### config.mk
export PLATFORM = sky130hd
export DESIGN_NAME = rtc_bus_arbiter
export DESIGN_NICKNAME = d
export VERILOG_FILES = /design/src/rtl/rtc_bus_arbiter_pkg.sv /design/src/rtl/rtc_bus_arbiter_rr_pick.sv /design/src/rtl/rtc_bus_arbiter.sv
export SDC_FILE = /design/constraint.sdc
export NUM_CORES = 1
export LEC_CHECK = 0
export ABC_AREA = 1
export BUFFER_PORTS_ARGS = -buffer_cell sky130_fd_sc_hd__buf_4
export CORE_MARGIN = 2
export CORE_UTILIZATION = 25
export DETAILED_ROUTE_END_ITERATION = 8
export PLACE_DENSITY = 0.55
export SKIP_LAST_GASP = 1
export SLEW_MARGIN = 20
export SYNTH_ARGS = -nofsm -noshare
export SYNTH_HDL_FRONTEND = slang
export SYNTH_SLANG_ARGS = --single-unit
### constraint.sdc
create_clock -name clk -period 4.35 [get_ports clk]
set_input_delay 0.435 -clock clk [delete_from_list [all_inputs] [get_ports clk]]
set_output_delay 0.435 -clock clk [all_outputs]
set_load 0.05 [all_outputs]
### src/rtl/rtc_bus_arbiter_pkg.sv
// Shared types, register address constants and sizing helpers for the RTC bus arbiter.
package rtc_bus_arbiter_pkg;

  // Arbiter FSM states; encodings are shared with the other RTC bus users.
  typedef enum logic [1:0] {
    StIdle  = 2'd0,
    StIssue = 2'd1,
    StWait  = 2'd2,
    StGuard = 2'd3
  } arb_state_e;

  // RTC register addresses used by the requesters.
  localparam logic [7:0] RtcAddrMinutes = 8'h21;
  localparam logic [7:0] RtcAddrCtrl    = 8'hF0;

  // Width of a counter that must hold 0..max_val, never narrower than 1 bit.
  function automatic int unsigned cnt_width(input int unsigned max_val);
    return (max_val < 1) ? 1 : $clog2(max_val + 1);
  endfunction

  // Width of an index into n items, never narrower than 1 bit.
  function automatic int unsigned idx_width(input int unsigned n);
    return (n > 1) ? $clog2(n) : 1;
  endfunction

endpackage

### src/rtl/rtc_bus_arbiter_rr_pick.sv
// Combinational round-robin picker: first set request strictly after 'last', wrapping.
module rtc_bus_arbiter_rr_pick
  import rtc_bus_arbiter_pkg::*;
#(
  parameter int unsigned N_REQ = 3,
  parameter int unsigned IW    = idx_width(N_REQ)
) (
  input  logic [N_REQ-1:0] req,
  input  logic [IW-1:0]    last,
  output logic [N_REQ-1:0] winner,
  output logic [IW-1:0]    winner_idx
);

  int unsigned   cand;
  logic [IW-1:0] cand_idx;
  logic          found;

  // Scan requesters starting one past the previous owner; the first hit wins.
  always_comb begin
    winner     = '0;
    winner_idx = '0;
    found      = 1'b0;
    cand       = 0;
    cand_idx   = '0;
    for (int unsigned k = 1; k <= N_REQ; k++) begin
      cand     = (32'(last) + k) % N_REQ;
      cand_idx = IW'(cand);
      if (!found && req[cand_idx]) begin
        found              = 1'b1;
        winner[cand_idx]   = 1'b1;
        winner_idx         = cand_idx;
      end
    end
  end

endmodule

### src/rtl/rtc_bus_arbiter.sv
// Round-robin arbiter sharing one RTC bus driver: one transaction at a time, guard gap
// after each transaction, timeout abort while waiting for the driver.
module rtc_bus_arbiter
  import rtc_bus_arbiter_pkg::*;
#(
  parameter int unsigned N_REQ       = 3,
  parameter int unsigned AW          = 8,
  parameter int unsigned DW          = 8,
  parameter int unsigned GUARD_CYC   = 4,
  parameter int unsigned TIMEOUT_CYC = 1023
) (
  input  logic              clk,
  input  logic              reset,
  input  logic [N_REQ-1:0]  req,
  input  logic [N_REQ-1:0]  wr,
  input  logic [N_REQ*AW-1:0] addr,
  input  logic [N_REQ*DW-1:0] wdata,
  output logic [N_REQ-1:0]  gnt,
  output logic [N_REQ-1:0]  ack,
  output logic [N_REQ-1:0]  err,
  output logic [DW-1:0]     rdata,
  output logic              busy,
  output logic              bus_start,
  output logic              bus_wr,
  output logic [AW-1:0]     bus_addr,
  output logic [DW-1:0]     bus_wdata,
  input  logic [DW-1:0]     bus_rdata,
  input  logic              bus_done
);

  localparam int unsigned IW = idx_width(N_REQ);
  localparam int unsigned TW = cnt_width(TIMEOUT_CYC);
  localparam int unsigned GW = cnt_width(GUARD_CYC);
  localparam logic [IW-1:0] LastRst = IW'(N_REQ - 1);

  arb_state_e       state_q, state_d;
  logic [IW-1:0]    last_q, last_d;
  logic [N_REQ-1:0] gnt_q, gnt_d;
  logic [N_REQ-1:0] ack_q, ack_d;
  logic [N_REQ-1:0] err_q, err_d;
  logic [DW-1:0]    rdata_q, rdata_d;
  logic             bus_wr_q, bus_wr_d;
  logic [AW-1:0]    bus_addr_q, bus_addr_d;
  logic [DW-1:0]    bus_wdata_q, bus_wdata_d;
  logic [TW-1:0]    timer_q, timer_d;
  logic [GW-1:0]    guard_q, guard_d;

  logic [N_REQ-1:0] pick_oh;
  logic [IW-1:0]    pick_idx;
  logic [AW-1:0]    addr_sel;
  logic [DW-1:0]    wdata_sel;

  rtc_bus_arbiter_rr_pick #(
    .N_REQ (N_REQ),
    .IW    (IW)
  ) u_rr_pick (
    .req        (req),
    .last       (last_q),
    .winner     (pick_oh),
    .winner_idx (pick_idx)
  );

  // Select the winning requester's address and write data slices.
  always_comb begin
    addr_sel  = '0;
    wdata_sel = '0;
    for (int unsigned i = 0; i < N_REQ; i++) begin
      if (pick_idx == IW'(i)) begin
        addr_sel  = addr[i*AW +: AW];
        wdata_sel = wdata[i*DW +: DW];
      end
    end
  end

  // Next-state logic for the FSM, latches, timeout and guard counters.
  always_comb begin
    state_d     = state_q;
    last_d      = last_q;
    gnt_d       = gnt_q;
    ack_d       = '0;
    err_d       = '0;
    rdata_d     = rdata_q;
    bus_wr_d    = bus_wr_q;
    bus_addr_d  = bus_addr_q;
    bus_wdata_d = bus_wdata_q;
    timer_d     = timer_q;
    guard_d     = guard_q;
    unique case (state_q)
      StIdle: begin
        if (|req) begin
          gnt_d       = pick_oh;
          last_d      = pick_idx;
          bus_wr_d    = wr[pick_idx];
          bus_addr_d  = addr_sel;
          bus_wdata_d = wdata_sel;
          state_d     = StIssue;
        end
      end
      StIssue: begin
        timer_d = '0;
        state_d = StWait;
      end
      StWait: begin
        // Done is checked first so a completion on the expiry cycle still acks.
        if (bus_done) begin
          if (!bus_wr_q) rdata_d = bus_rdata;
          ack_d   = gnt_q;
          guard_d = '0;
          state_d = StGuard;
        end else if (timer_q == TW'(TIMEOUT_CYC - 1)) begin
          err_d   = gnt_q;
          guard_d = '0;
          state_d = StGuard;
        end else begin
          timer_d = timer_q + TW'(1);
        end
      end
      StGuard: begin
        // First guard cycle carries the ack/err pulse; grant drops after it.
        gnt_d = '0;
        if ((GUARD_CYC == 0) || (guard_q == GW'(GUARD_CYC - 1))) begin
          state_d = StIdle;
        end else begin
          guard_d = guard_q + GW'(1);
        end
      end
      default: state_d = StIdle;
    endcase
  end

  // State register; reset aborts any transaction and rewinds the pointer.
  always_ff @(posedge clk or negedge reset) begin
    if (!reset) begin
      state_q     <= StIdle;
      last_q      <= LastRst;
      gnt_q       <= '0;
      ack_q       <= '0;
      err_q       <= '0;
      rdata_q     <= '0;
      bus_wr_q    <= 1'b0;
      bus_addr_q  <= '0;
      bus_wdata_q <= '0;
      timer_q     <= '0;
      guard_q     <= '0;
    end else begin
      state_q     <= state_d;
      last_q      <= last_d;
      gnt_q       <= gnt_d;
      ack_q       <= ack_d;
      err_q       <= err_d;
      rdata_q     <= rdata_d;
      bus_wr_q    <= bus_wr_d;
      bus_addr_q  <= bus_addr_d;
      bus_wdata_q <= bus_wdata_d;
      timer_q     <= timer_d;
      guard_q     <= guard_d;
    end
  end

  // Output decode.
  always_comb begin
    gnt       = gnt_q;
    ack       = ack_q;
    err       = err_q;
    rdata     = rdata_q;
    busy      = (state_q != StIdle);
    bus_start = (state_q == StIssue);
    bus_wr    = bus_wr_q;
    bus_addr  = bus_addr_q;
    bus_wdata = bus_wdata_q;
  end

endmodule

# Yosys cells after proc, flatten, opt, wreduce, memory -nomap -nowiden
# Index checks and enable logic that the tools add are counted.
# word_totals
ramBits	0
in_bits	65
latch_bits	0
regBits	51
mem_count	0
rom_bits	0
# classes
n_mul	0
order_cmp	7
n_reduce_logical	20
n_div	3
shifts	0
muxes	47
n_eq_ne	13
bitwise_logic	3
n_addsub	5
# op_table
op	count
$mod A32 B2 Y32 const B	3
$mux W8	6
$mux W3	12
$mux W10	2
$pmux W10 S2	1
$mux W2	7
$lt A2 B3 Y1 const B	4
$pmux W3 S2	2
$reduce_and A3 Y1	4
$add A10 B1 Y10 const B	1
$eq A10 B10 Y1 const B	1
$ne A2 B2 Y1 const B	5
$mux W1	9
$bmux W1 S2	4
$pmux W2 S4	1
$reduce_bool A2 Y1	4
$add A2 B2 Y3 const B	2
$demux W1 S2	3
$eq A2 B2 Y1 const B	3
$ge A2 B1 Y1 const B	3
$or A3 B3 Y3	2
$logic_and A1 B1 Y1	5
$eq A2 B1 Y1 const B	2
$logic_not A2 Y1	2
8 further kinds	10

# Depth between registers and ports, before layout
# Gate-level depths: netlist (run 1).
# logic_depth
word_depth	15
depth_mapped	16
ltp_nobuf	15

# Modules after synthesis
# From an unflattened synthesis (run 1), not the netlist that was laid out.
# unflattened
hier_cells	353
hier_area_um2	2894.0
# modules_own_cells
module	cells_each	seq_area_each_um2	n_inst	area_each_um2
rtc_bus_arbiter	299	1277.5	1	2615.0
rtc_bus_arbiter_rr_pick	54	0.0	1	279.0

# Worst setup path before layout (run 1)
# OpenSTA, ideal clock, no wires.
# synth_path
path_kind	flip-flop to flip-flop
from	register last_q[1]
to	register bus_wdata_q[1] (netlist: bus_wdata[1])
n_path_buf	2
setup_time_ns	0.118
stages_incl_launch_ff	14
required_time_ns	4.232
path_slack_ns	2.418
synth_period_minus_slack_ns	1.932
t_arrival_ns	1.814
cell_sequence	dfstp_2 ha_1 buf_6 o21ai_2 nand2_4 nand3_4 inv_2 nand2_2 nand2_4 buf_6 nand2_2 nand2_1 nor2_1 nor2_1
# synth_via
elab_chain_cells	15
elab_cells_between_ends	27
classes_between	add/sub: 3; div: 3; eq/ne: 2; mux: 14; reduce/logical: 5
# synth_lines
element	line	source
start, declared	rtc_bus_arbiter.sv:37	logic [IW-1:0] last_q, last_d;
start signal, assigned	rtc_bus_arbiter.sv:135	last_q <= LastRst;
start signal, assigned	rtc_bus_arbiter.sv:147	last_q <= last_d;
$add A2 B1 Y3	rtc_bus_arbiter_rr_pick.sv:26	cand = (32'(last) + k) % N_REQ;
$mod A32 B2 Y32	rtc_bus_arbiter_rr_pick.sv:26	
$bmux W1 S2	rtc_bus_arbiter_rr_pick.sv:28	if (!found && req[cand_idx]) begin
$mux W1 (not written as such)	rtc_bus_arbiter_rr_pick.sv:28	
$mux W1	rtc_bus_arbiter_rr_pick.sv:28	
$logic_not A1 Y1	rtc_bus_arbiter_rr_pick.sv:28	
$logic_and A1 B1 Y1	rtc_bus_arbiter_rr_pick.sv:28	
$mux W1	rtc_bus_arbiter_rr_pick.sv:28	
$logic_not A1 Y1	rtc_bus_arbiter_rr_pick.sv:28	
$logic_and A1 B1 Y1	rtc_bus_arbiter_rr_pick.sv:28	
$mux W2 (*)	rtc_bus_arbiter_rr_pick.sv:28	
$logic_not A2 Y1	rtc_bus_arbiter.sv:68	if (pick_idx == IW'(i)) begin
$mux W8 (2 in a row)	rtc_bus_arbiter.sv:68	
$mux W8 (*)	rtc_bus_arbiter.sv:68	
end signal, assigned	rtc_bus_arbiter.sv:154	bus_wdata_q <= bus_wdata_d;
end, declared	rtc_bus_arbiter.sv:44	logic [DW-1:0] bus_wdata_q, bus_wdata_d;
# Mark *: on every way between the ends. The rest lies on a longest branch, timed or not. The select of a mux whose other input is x is not followed.
# A chain may end at the register's enable or synchronous reset.

# Worst setup path after layout (run 1)
# layout_path
from	register last_q[0]
to	register bus_addr_q[0] (netlist: bus_addr[0])
# layout_via
elab_chain_cells	15
elab_cells_between_ends	27
classes_between	add/sub: 3; div: 3; eq/ne: 2; mux: 14; reduce/logical: 5
# layout_lines
element	line	source
$add A2 B1 Y3	rtc_bus_arbiter_rr_pick.sv:26	
$mod A32 B2 Y32	rtc_bus_arbiter_rr_pick.sv:26	
$bmux W1 S2	rtc_bus_arbiter_rr_pick.sv:28	
$mux W1 (not written as such)	rtc_bus_arbiter_rr_pick.sv:28	
$mux W1	rtc_bus_arbiter_rr_pick.sv:28	
$logic_not A1 Y1	rtc_bus_arbiter_rr_pick.sv:28	
$logic_and A1 B1 Y1	rtc_bus_arbiter_rr_pick.sv:28	
$mux W1	rtc_bus_arbiter_rr_pick.sv:28	
$logic_not A1 Y1	rtc_bus_arbiter_rr_pick.sv:28	
$logic_and A1 B1 Y1	rtc_bus_arbiter_rr_pick.sv:28	
$mux W2 (*)	rtc_bus_arbiter_rr_pick.sv:28	
$logic_not A2 Y1	rtc_bus_arbiter.sv:68	
$mux W8 (2 in a row)	rtc_bus_arbiter.sv:68	
$mux W8 (*)	rtc_bus_arbiter.sv:68	
end signal, assigned	rtc_bus_arbiter.sv:153	bus_addr_q <= bus_addr_d;
end, declared	rtc_bus_arbiter.sv:43	logic [AW-1:0] bus_addr_q, bus_addr_d;
# Marked as above.

==> out/summary.md, run 1 <==
The flow ran to the end, and the final reports show no timing, DRC or antenna violations. For this configuration, the core starts out at a cell density of 25.5%. The number of vias after detailed routing was 2,799; the first-pass GRT wire length was 13,600 µm. The maximum level of the CTS H-tree is 2.

Setup repair after global routing left no endpoint under its margin. The synthesized netlist occupies a cell area of 3050 µm². In this run the worst hold path is classified as in2async.

The logs give 0.29 ns for the clock insertion delay at the later pin of the skew report and 441 MHz for the maximum clock frequency. The run gives 0 as the post-cts hold buffer count. The critical path goes through inv_1, ha_1, inv_1, nand2_1, nand3_1, a31oi_1, nand2_2, nor2_2, nand2_1, nand3_1, nand2_1.

Of the cells placed in the final design, the portion with a size suffix greater than 1 is 31.4%. For the worst-case vdd ir drop, the log shows 0.258 mV. Yosys attributes the largest share of cell area to sky130_fd_sc_hd__dfrtp_1, sky130_fd_sc_hd__nand2_1, sky130_fd_sc_hd__nand3_1. The commonest cells after synthesis are sky130_fd_sc_hd__nand2_1, sky130_fd_sc_hd__dfrtp_1, sky130_fd_sc_hd__inv_1, sky130_fd_sc_hd__nand3_1, sky130_fd_sc_hd__nor2_1.

Measured against its own limit, the worst slew margin works out to 54.1%. For this run, the register share of the synthesized area comes to 41.9%. 101 I/O pins were placed. The clock-pin slew of the registers on the worst-case setup and hold paths is 0.07 ns, and the overall power of the completed layout is 3.07 mW. The largest net degree at the start of global routing was 52; the reported max-cap violation count was 0. The clock skew after layout was 0.00453 ns. The count of state elements after synthesis came out at 51. The via count of the first global-routing pass was 2,774.

Input and output buffers added on the ports amount to 100. Data on the critical path is required at its endpoint by 4.53 ns. The count of nets left with antenna violations once routing finished came out at 0. The cell family contributing the most delay on the critical path is simple AND/OR/NAND/NOR gates.

The run gives 0 as the final number of hold-violating endpoints. For the overall die area, the log shows 13,100 µm². The clock root buffer master is sky130_fd_sc_hd__clkbuf_16.

In the final routed layout, each cell accounts on average for 13.0 µm. The routed design has 8150 µm of wire. TritonCTS built the clock tree. Routability-driven placement finished with a final weighted congestion of 0.877.

The endpoint class of the critical path is a flip-flop. STA puts the critical path data arrival time at 2.45 ns. The critical path is of the reg2reg type.

The number of antenna repair diodes was 0. The setup fix buffers added after clock tree synthesis is 0, and the DRC marker count from the first detailed-route iteration is 147. The synthesized design contains 0 enable-type register cells. Detailed placement finished with a half-perimeter wire length of 6320 µm. The most numerous cell type found on the critical path is sky130_fd_sc_hd__nand2_1. After filler insertion, the fill cell instance count of the layout stands at 1,224. The number of clock buffers added by TritonCTS is 5.

From synthesis to final layout, the design area changed by 33.2%. The horizontal die dimension is 114 µm, and the largest fanout on the critical path is 17. The floorplan step set the die height to 114 µm.

The share of synthesized area in the top cell type comes to 41.1%. The clock passes through at most 2 buffers. Initial antenna violation count: 0. In this run the power density over the cells is 756 nW/µm². Counting every net in the synthesized netlist gives 458.

Of all cell types, the one taking the most synthesized area is sky130_fd_sc_hd__dfrtp_1. The cell with the most instances after synthesis is sky130_fd_sc_hd__nand2_1. The logs give 37 for the number of library cell types mapped by synthesis and 0 for the post-cts sizing count. The slowest cell on the critical path was sky130_fd_sc_hd__ha_1. Setup violations remaining at the end of the flow were counted as 0.

For the clock sink count, the log shows 51. For this run, the total global-route usage over all layers was measured as 13.0%. The worst path needs 2.27 ns of the cycle, external delays included. The share of flip-flops with an asynchronous set or reset after synthesis is 100%, and the static leakage is 2.01 nW.

The region available for standard cell placement spans 12,000 µm². In the finished design, the share of the clock period the worst path needs comes to 52.2%. The detailed-router iteration count before antenna repair came out at 4. The most used flip-flop cell after synthesis is sky130_fd_sc_hd__dfrtp_1. The synthesized area divided by synthesized cell count is 8.00 µm². In the final design database the tool counted 554 nets.

For this run, design rule violations remaining after detail routing come to 0. For this run, the slowest stage of the critical path takes 0.50 ns. For the placement row count, the log shows 40.

After global routing the overflow that remains totals 0. The tools report the element type at the critical path start as a flip-flop. Max-slew violation count: 0.

The cell count after synthesis came out at 381. The number of buffers and inverters on the critical path is 2. The per-cell via count in the routed design is 4.48.

At the pin with the least slew margin, the transition time is 0.687 ns. For this run, the number of Yosys warnings is 0. For the final routed database, the setup TNS stands at 0 ns.
logic make-up after synthesis:
family,synth area share (%)
DFF,41.9
adders and majority gates,4.93
buffers and inverters,8.54
muxes,2.96
and+or+nand+nor,33.0
xor gates and xnor gates,1.15
AOI/OAI and AO/OA,7.52
layout by cell type (no fill, tap or decap), drive strengths merged, types with 3 or more instances in the layout:
cell type and n:
buf 100, inv 48, o21ai 15, dfrtp 50, nand3 43, ha 12
o22ai 7, nand2 102, mux2 8, nor3 6, xor2 4, nor2 39
nand4 3, clkbuf 8, o31ai 3, a21oi 14, or2 10
sequential cells by signal, indices dropped and copies added, names as in the netlist:
signal     flops
timer_q       10
ack            3
gnt            3
bus_wr         1
last_q         2
guard_q        3
bus_wdata      8
state_q        2
rdata          8
err            3
bus_addr       8
where the power goes:
| group | internal, mW | leakage, nW | switching, mW |
|---|---|---|---|
| logic | 0.587 | 1.30 | 1.32 |
| clock network | 0.245 | 0.0772 | 0.170 |
| registers | 0.643 | 0.641 | 0.0983 |
area by class of cell:
cell class | instances | area [µm²] | share of cell area, %
inverter | 48 | 180 | 4.44
timing repair buffer | 100 | 751 | 18.5
multi-input combinational | 271 | 1510 | 37.2
sequential | 51 | 1280 | 31.5
clock buffer | 8 | 156 | 3.85
tap | 147 | 184 | 4.53
layer usage:
metal	routed length, µm	up-vias	GRT usage [%]
met1	3840	1266	18.6
li1	-	1411	-
met3	636	9	3.81
met4	146	0	3.74
met2	3530	113	19.1
met5	0	-	0
stage by stage:
step / util (%) / std cells / cell area (µm²) / hold WS (ns) / setup slack (ns)
global placement: 32.6 / 617 / 3900 / 0.473 / 2.13
finish: 33.9 / 625 / 4060 / 0.187 / 2.08
global route: 33.9 / 625 / 4060 / 0.234 / 1.86
CTS: 33.9 / 625 / 4060 / 0.209 / 2.11
detailed placement: 32.6 / 617 / 3900 / 0.479 / 2.12
floorplan: - / 381 / 3050 / 0.139 / 2.42
final timing paths:
| kind | from | to | slack (ns) | cells after the start |
|---|---|---|---|---|
| worst min register to register | guard_q[1]$_DFFE_PN0P_ | guard_q[1]$_DFFE_PN0P_ | 0.49 | 2 |
| worst max register to register | last_q[0]$_DFFE_PN0P_ | bus_addr[0]$_DFFE_PN0P_ | 2.08 | 11 |
| min in group clk | bus_rdata[2] | rdata[2]$_DFFE_PN0P_ | 0.37 | 2 |
| worst max-delay path | last_q[0]$_DFFE_PN0P_ | bus_addr[0]$_DFFE_PN0P_ | 2.08 | 11 |
| max in group asynchronous | reset | rdata[0]$_DFFE_PN0P_ | 3.74 | 1 |
| worst min-delay path | reset | ack[0]$_DFF_PN0_ | 0.19 | 1 |
Note: power is estimated with default switching activity, not from simulation.
==> inputs of run 2 (changes only) <==
Settings changed: PLACE_DENSITY 0.55 to 0.57.
Clock period 4.35 ns to 2.07 ns, I/O delays scaled along.
==> run 2 against run 1 <==
Maximum frequency increased by 15%; combinational power rose by 130%; power increased by 130%; flip-flop and latch count is the same; clock power rose by 130%; highest routed layer unchanged.
==> out/summary.md, run 2 (synthesis results as in run 1) <==
The net switching power was 3.53 mW (+120%). The run gives 640 (+2.4%) as the post-route non-filler standard cell count. Worst-case hold slack: 0.142 ns (-0.0444 ns). The number of vias after detailed routing was 2,845 (+1.6%).

The net count of the finished layout was 569 (+2.7%). The logs give 0.00939 ns (+0.00487 ns) for the clock skew after layout and 13,800 µm (+1.0%) for the first-pass GRT wire length. The overall die area was 13,100 µm² (unchanged). Switching part of the total power: 51.1% (-0.84 points). Number of antenna repair diodes: 0 (unchanged). The clock root buffer master was sky130_fd_sc_hd__clkbuf_16. The largest fanout on the critical path is 8 (-9), and the clock insertion delay at the later pin of the skew report is 0.29 ns (about the same). The final routed wirelength across all metal layers is 8570 µm (+5.1%), and the worst-case vdd ir drop is 0.689 mV (+170%). The endpoint class of the critical path was a flip-flop.

The average wire per cell in the routed design is 13.4 µm (+2.7%), and the reported max-cap violation count is 0 (unchanged). The flip-flop count of the largest register, all copies and words added is 10 (unchanged). The run gives 3.38 mW (+130%) as the cell internal power dissipation.

The slew at the pin closest to its max-slew limit works out to 0.677 ns (-0.0103 ns). The run gives 5 (unchanged) as the number of buffers created by CTS. The period utilization came out at 95.1% (+43 points). Leaving out fill and tap cells, the most frequent cells in the layout are sky130_fd_sc_hd__buf_4, sky130_fd_sc_hd__nand2_1, sky130_fd_sc_hd__dfrtp_1. Placer's final routability congestion estimate: 0.856 (-2.4%). Instance count after placement with tap cells included: 627 (+1.6%). Type of the tightest min-delay check: in2reg. The largest net degree at the start of global routing was 52 (unchanged); the number of input and output port buffers inserted was 100 (unchanged). The logs give 4 (unchanged) for the detailed-router iteration count before antenna repair and 0 (unchanged) for the max-slew violation count.

The run gives 2,815 (+1.5%) as the via count of the first global-routing pass. DRC marker count from the first detailed-route iteration: 147 (unchanged). The area of the core region was 12,000 µm² (unchanged); the static leakage was 2.11 nW (+4.6%). The initial core utilization is 25.5% (unchanged). The maximum clock frequency was 508 MHz (+15%); the layout overhead on the synthesized area was 39.8%. The per-cell via count in the routed design works out to 4.45 (-0.74%). The tools report the final global-route overflow total as 0 (unchanged). The worst setup path is launched from a flip-flop.

TritonCTS built the clock tree. The run gives 0 (unchanged) as the count of nets left with antenna violations after detail routing. Clock network fraction of design power: 13.8% (+0.2 points). The flow ran to the end, and the final reports show no timing, DRC or antenna violations. The logs give 40 (unchanged) for the placement row count and 51 (unchanged) for the clock sink count. Maximum level of the CTS H-tree: 2 (unchanged). The run gives 0 (unchanged) as the initial antenna violation count.

The critical setup path kind is reg2reg. For the number of top-level design ports, the log shows 101 (unchanged). The number of buffers between clock root and the deepest sink is 2 (unchanged). The clock-pin slew of the registers on the worst-case setup and hold paths is 0.08 ns (about the same), and the die outline height is 114 µm (unchanged). The half-perimeter wire length after placement is 6350 µm (+0.48%). The register with the most flip-flops in the final layout is timer_q. The final number of hold-violating endpoints was 0 (unchanged); the relative contribution of sequential cells to total power was 22.4% (-1.8 points). The library cell used most frequently in the layout, excluding fill and tap cells, is sky130_fd_sc_hd__buf_4. The horizontal die dimension is 114 µm (unchanged), and the overall track demand over capacity in global routing is 13.0% (-0.037 points). The tools report the final routed DRC violation total as 0 (unchanged). The power density normalized to cell area works out to 1620 nW/µm² (+110%).

The overall power of the completed layout is 6.91 mW (+130%). The signal arrival time at the worst endpoint was 2.20 ns (-0.25 ns); the final total negative setup slack was 0 ns (unchanged). The combinational fraction of design power is 63.7% (+1.4 points), and the share of final-layout standard cells stronger than drive strength 1 is 34.9% (+3.5 points).

The clock period minus final worst setup slack is 1.97 ns (-0.301 ns), and the required time of the critical path is 2.30 ns (-2.23 ns). The remaining max-slew budget at the tightest pin is 54.9% (+0.80 points). The run gives 0 (unchanged) as the count of final setup violators.
## run 2: cell types whose count changed in the layout (fill, tap and decap cells not counted), sizes merged
cell,before,now
clkbuf,8,5
clkinv,0,2
bufinv,0,1
nor2,39,40
dlygate4sd3,0,1
nand2,102,103
buf,100,112
## run 2: path summary, 6_finish.rpt
path                                                from  cells past startpoint                       end  slack, ns
worst max-delay path               last_q[1]$_DFFE_PN1P_                     12        bus_wr$_DFFE_PN0P_       0.10
worst min-delay path                        bus_rdata[3]                      2      rdata[3]$_DFFE_PN0P_       0.14
worst max register to register     last_q[1]$_DFFE_PN1P_                     12        bus_wr$_DFFE_PN0P_       0.10
worst min register to register  bus_wdata[5]$_DFFE_PN0P_                      2  bus_wdata[5]$_DFFE_PN0P_       0.49
max in group asynchronous                          reset                      2      rdata[2]$_DFFE_PN0P_       1.12
min in group asynchronous                          reset                      2          err[1]$_DFF_PN0_       0.51
## run 2: worst max-delay path, stage by stage (launching register included)
cell	delay [ns]
sky130_fd_sc_hd__dfstp_2	0.57
sky130_fd_sc_hd__ha_4	0.24
sky130_fd_sc_hd__inv_2	0.09
sky130_fd_sc_hd__nand2_1	0.06
sky130_fd_sc_hd__nand3_2	0.08
sky130_fd_sc_hd__nand2_4	0.08
sky130_fd_sc_hd__nand3_2	0.10
sky130_fd_sc_hd__nand2_4	0.10
sky130_fd_sc_hd__nor2_4	0.27
sky130_fd_sc_hd__nand3_1	0.12
sky130_fd_sc_hd__nand2_1	0.08
sky130_fd_sc_hd__nor2_1	0.05
sky130_fd_sc_hd__nor2_1	0.07
## run 2: what timing repair did
action | 4_1_cts | 5_1_grt
setup endpoints to repair | 7 | 17
pin swaps | 1 | 5
endpoints found under the hold margin | 50 | 0
hold buffers | 1 | 0
resized for setup | 3 | 12
setup buffers | 0 | 2
gates cloned | 0 | 2
## run 2: metal layers
metal | global-route usage [%] | wire [µm]
met5 | 0 | 0
met4 | 2.52 | 51
met3 | 3.02 | 500
met2 | 20.0 | 3900
met1 | 18.7 | 4120
## run 2: cell type report
cell class	instances	area, µm²
multi-input cells	273	1590
well taps	147	184
inverters	48	185
fillers	1209	7700
flip-flops and latches	51	1280
repair buffers	113	851
clock inverters	3	43.8
clock buffers	5	125
## run 2: metrics by stage
stage	instance area, µm²	utilization, %	setup slack, ns
floorplan	3050	-	0.138
global placement	3980	33.2	-0.00115
detailed placement	3980	33.2	-0.0485
CTS	4160	34.8	0.0122
global route	4260	35.6	-0.0106
finish	4260	35.6	0.101
## run 2: power by group through the flow
| stage | logic (mW) | registers [mW] | clock network [mW] |
|---|---|---|---|
| 4_1_cts | 4.23 | 1.55 | 0.978 |
| 3_3_place_gp | 4.15 | 1.56 | 0 |
| 2_1_floorplan | 2.14 | 2.47 | 0 |
| 6_report | 4.40 | 1.55 | 0.956 |
| 5_1_grt | 4.80 | 1.59 | 1.03 |
| 3_5_place_dp | 4.20 | 1.56 | 0 |
==> inputs of run 3 (changes only) <==
Settings changed: PLACE_DENSITY 0.57 to 0.55.
Clock period 2.07 ns to 2 ns, I/O delays scaled along.
==> run 3 against run 2 <==
Via count increased by 3.7%; sequential share of layout area fell by 1.5 points; sequential power rose by 4%; worst hold slack worse by 0.0024 ns; power increased by 8.9%; largest power group unchanged; clock power decreased by 6.8%; cell count up 2.2%; cell area rose by 5.1%; core utilization up 1.8 points; clock-buffer cell count up 1; non-clock buffer count increased by 12.
==> out/summary.md, run 3 (synthesis results as in run 1) <==
The flow ran to the end, and the final reports show no timing, DRC or antenna violations. The run gives 6600 µm (+4.0%) as the half-perimeter wire length after placement. The final routed DRC violation total is 0 (unchanged). The critical path ends at bus_wdata[2]$_DFFE_PN0P_. The final number of hold-violating endpoints came out at 0 (unchanged). The run gives 1720 µm² (+7.9%) as the area of combinational cells with multiple inputs.

The power density normalized to cell area is 1680 nW/µm² (+3.6%), and the clock period minus final worst setup slack is 1.98 ns (+0.0101 ns). The endpoint identified for the worst register-to-register timing path is bus_wdata[2]$_DFFE_PN0P_. In the layout the commonest cells are sky130_fd_sc_hd__buf_4, sky130_fd_sc_hd__nand2_1, sky130_fd_sc_hd__dfrtp_1.

Signal routing reaches up to met4. The flip-flop count of the largest register, all copies and words added is 10 (unchanged). The area growth from synthesis to layout is 46.9%.

The logs give 7.53 mW (+8.9%) for the overall power of the completed layout and 56.1% (+1.2 points) for the remaining max-slew budget at the tightest pin. TritonCTS built the clock tree. The tools report the overall die area as 13,100 µm² (unchanged).

The run gives 0 (unchanged) as the final global-route overflow total. The clock sink count came out at 51 (unchanged). The logs give 0 (unchanged) for the max-slew violation count and 2 (unchanged) for the maximum level of the CTS H-tree.

The initial antenna violation count is 0 (unchanged). The worst-case register-to-register setup slack is 0.02 ns (-0.08 ns), and the largest net degree at the start of global routing is 52 (unchanged). The utilization after layout is 37.4% (+1.8 points), and the DRC marker count from the first detailed-route iteration is 84 (-43%). The clock root buffer master was sky130_fd_sc_hd__clkbuf_16. The die outline height is 114 µm (unchanged). The endpoint class of the critical path was a flip-flop. The number of top-level design ports was 101 (unchanged); the clock-pin slew of the registers on the worst-case setup and hold paths was 0.07 ns (about the same). The worst-case vdd ir drop came out at 0.671 mV (-2.5%). The worst setup path is of the reg2reg kind.

The number of vias after detailed routing was 2,950 (+3.7%). Placer's final routability congestion estimate: 0.850 (-0.72%). The most critical setup path has its startpoint at last_q[1]$_DFFE_PN1P_. The run gives 25.5% (unchanged) as the initial core utilization. The average wire per cell in the routed design is 14.0 µm (+4.8%).

The required time of the critical path is 2.19 ns (-0.11 ns). The run gives 1,207 (-0.17%) as the filler cell count. The number of buffers between clock root and the deepest sink is 2 (unchanged). Leaving out fill and tap cells, the most frequent cell in the layout is sky130_fd_sc_hd__buf_4. The area of all sequential standard cells was 1280 µm² (unchanged); the clock skew after layout was 0.00545 ns (-0.00394 ns).

Setup repair after global routing could not meet its margin everywhere. The net count of the finished layout was 583 (+2.5%); the overall track demand over capacity in global routing was 13.1% (+0.15 points). The period utilization works out to 99.0% (+3.8 points).

The type of the tightest min-delay check was in2reg. The logs give 0 (unchanged) for the reported max-cap violation count and 0 ns (unchanged) for the final total negative setup slack. The tools report the final instance area as 4480 µm² (+5.1%). The tools report the final routed wirelength across all metal layers as 9180 µm (+7.1%). The detailed-router iteration count before antenna repair is 5 (+1). STA classifies the critical path startpoint as a flip-flop. The clock insertion delay at the later pin of the skew report is 0.29 ns (about the same), and the horizontal die dimension is 114 µm (unchanged).

Placement row count: 40 (unchanged). The static leakage was 2.19 nW (+3.7%); the number of cells traversed by the worst register-to-register path was 11 (-1). The tools report the critical register-to-register path startpoint as last_q[1]$_DFFE_PN1P_. Number of input and output port buffers inserted: 100 (unchanged). For the via count of the first global-routing pass, the log shows 2,859 (+1.6%). The area of the core region came out at 12,000 µm² (unchanged). The maximum clock frequency is 505 MHz (-0.51%).

The first-pass GRT wire length is 13,900 µm (+0.50%), and the count of nets left with antenna violations after detail routing is 0 (unchanged). The signal arrival time at the worst endpoint is 2.17 ns (-0.03 ns). The wire length on met2 came out at 4390 µm (+12%). The tools report the wire length on met3 as 565 µm (+13%).

The largest fanout on the critical path is 7 (-1). For the count of final setup violators, the log shows 0 (unchanged). The per-cell via count in the routed design was 4.51 (+1.5%); the placed cell area was 4010 µm² (+0.94%).

The slew at the pin closest to its max-slew limit came out at 0.659 ns (-0.0182 ns). The routed metal-1 wire length came out at 4130 µm (+0.19%). The logs give 5 (unchanged) for the number of buffers created by CTS and 0 (unchanged) for the number of antenna repair diodes. Largest register by flop count: timer_q. The share of final-layout standard cells stronger than drive strength 1 came out at 40.0% (+5.2 points).
-- run 3: power by group --
| part | leakage (nW) | internal (mW) | switching, mW |
|---|---|---|---|
| registers | 0.641 | 1.40 | 0.207 |
| logic | 1.47 | 1.75 | 3.28 |
| clock network | 0.0731 | 0.501 | 0.391 |
-- run 3: worst min path at each step --
stage / from / end / cells after the start
6_report: bus_rdata[5] / rdata[5]$_DFFE_PN0P_ / 2
4_1_cts: bus_rdata[5] / rdata[5]$_DFFE_PN0P_ / 2
3_3_place_gp: reset / ack[0]$_DFF_PN0_ / 1
3_5_place_dp: reset / guard_q[2]$_DFFE_PN0P_ / 1
2_1_floorplan: reset / ack[0]$_DFF_PN0_ / 0
5_1_grt: bus_rdata[5] / rdata[5]$_DFFE_PN0P_ / 2
-- run 3: worst max-delay path, stage by stage (launching register included) --
cell	delay (ns)
sky130_fd_sc_hd__dfstp_2	0.58
sky130_fd_sc_hd__ha_4	0.25
sky130_fd_sc_hd__buf_6	0.13
sky130_fd_sc_hd__nand2_1	0.05
sky130_fd_sc_hd__nand3_1	0.09
sky130_fd_sc_hd__a31oi_2	0.15
sky130_fd_sc_hd__buf_6	0.16
sky130_fd_sc_hd__nand2_2	0.13
sky130_fd_sc_hd__a21oi_2	0.17
sky130_fd_sc_hd__nand3_2	0.08
sky130_fd_sc_hd__nand2_1	0.06
sky130_fd_sc_hd__inv_1	0.03
-- run 3: layout make-up --
cell class                      count  share of cell area (%)
Clock inverter                      2                   0.363
Timing Repair Buffer              125                    21.2
Sequential cell                    51                    28.5
Clock buffer                        6                    3.10
Multi-Input combinational cell    275                    38.4
Tap cell                          147                    4.11
Inverter                           48                    4.31
-- run 3: per-layer routing --
metal	track usage (%)	vias to the layer above
li1	-	1475
met1	17.3	1366
met2	21.7	100
met3	3.49	9
met4	2.85	0
met5	0	-
-- run 3: repair_timing --
item | CTS | global route
hold endpoints to repair | 50 | 0
gates cloned | 0 | 4
pin swaps | 0 | 15
resized for setup | 8 | 38
endpoints found under the setup margin | 21 | 22
setup buffers | 0 | 9
hold buffers | 1 | 0
-- run 3: per-stage QoR --
stage          worst slack (ns)  hold slack, ns  instances
2_1_floorplan            0.0680         -0.0956        381
3_3_place_gp            -0.0569           0.283        632
3_5_place_dp             -0.139           0.290        632
4_1_cts                 0.00550           0.136        641
5_1_grt                 -0.0971           0.131        654
6_report                 0.0205           0.140        654
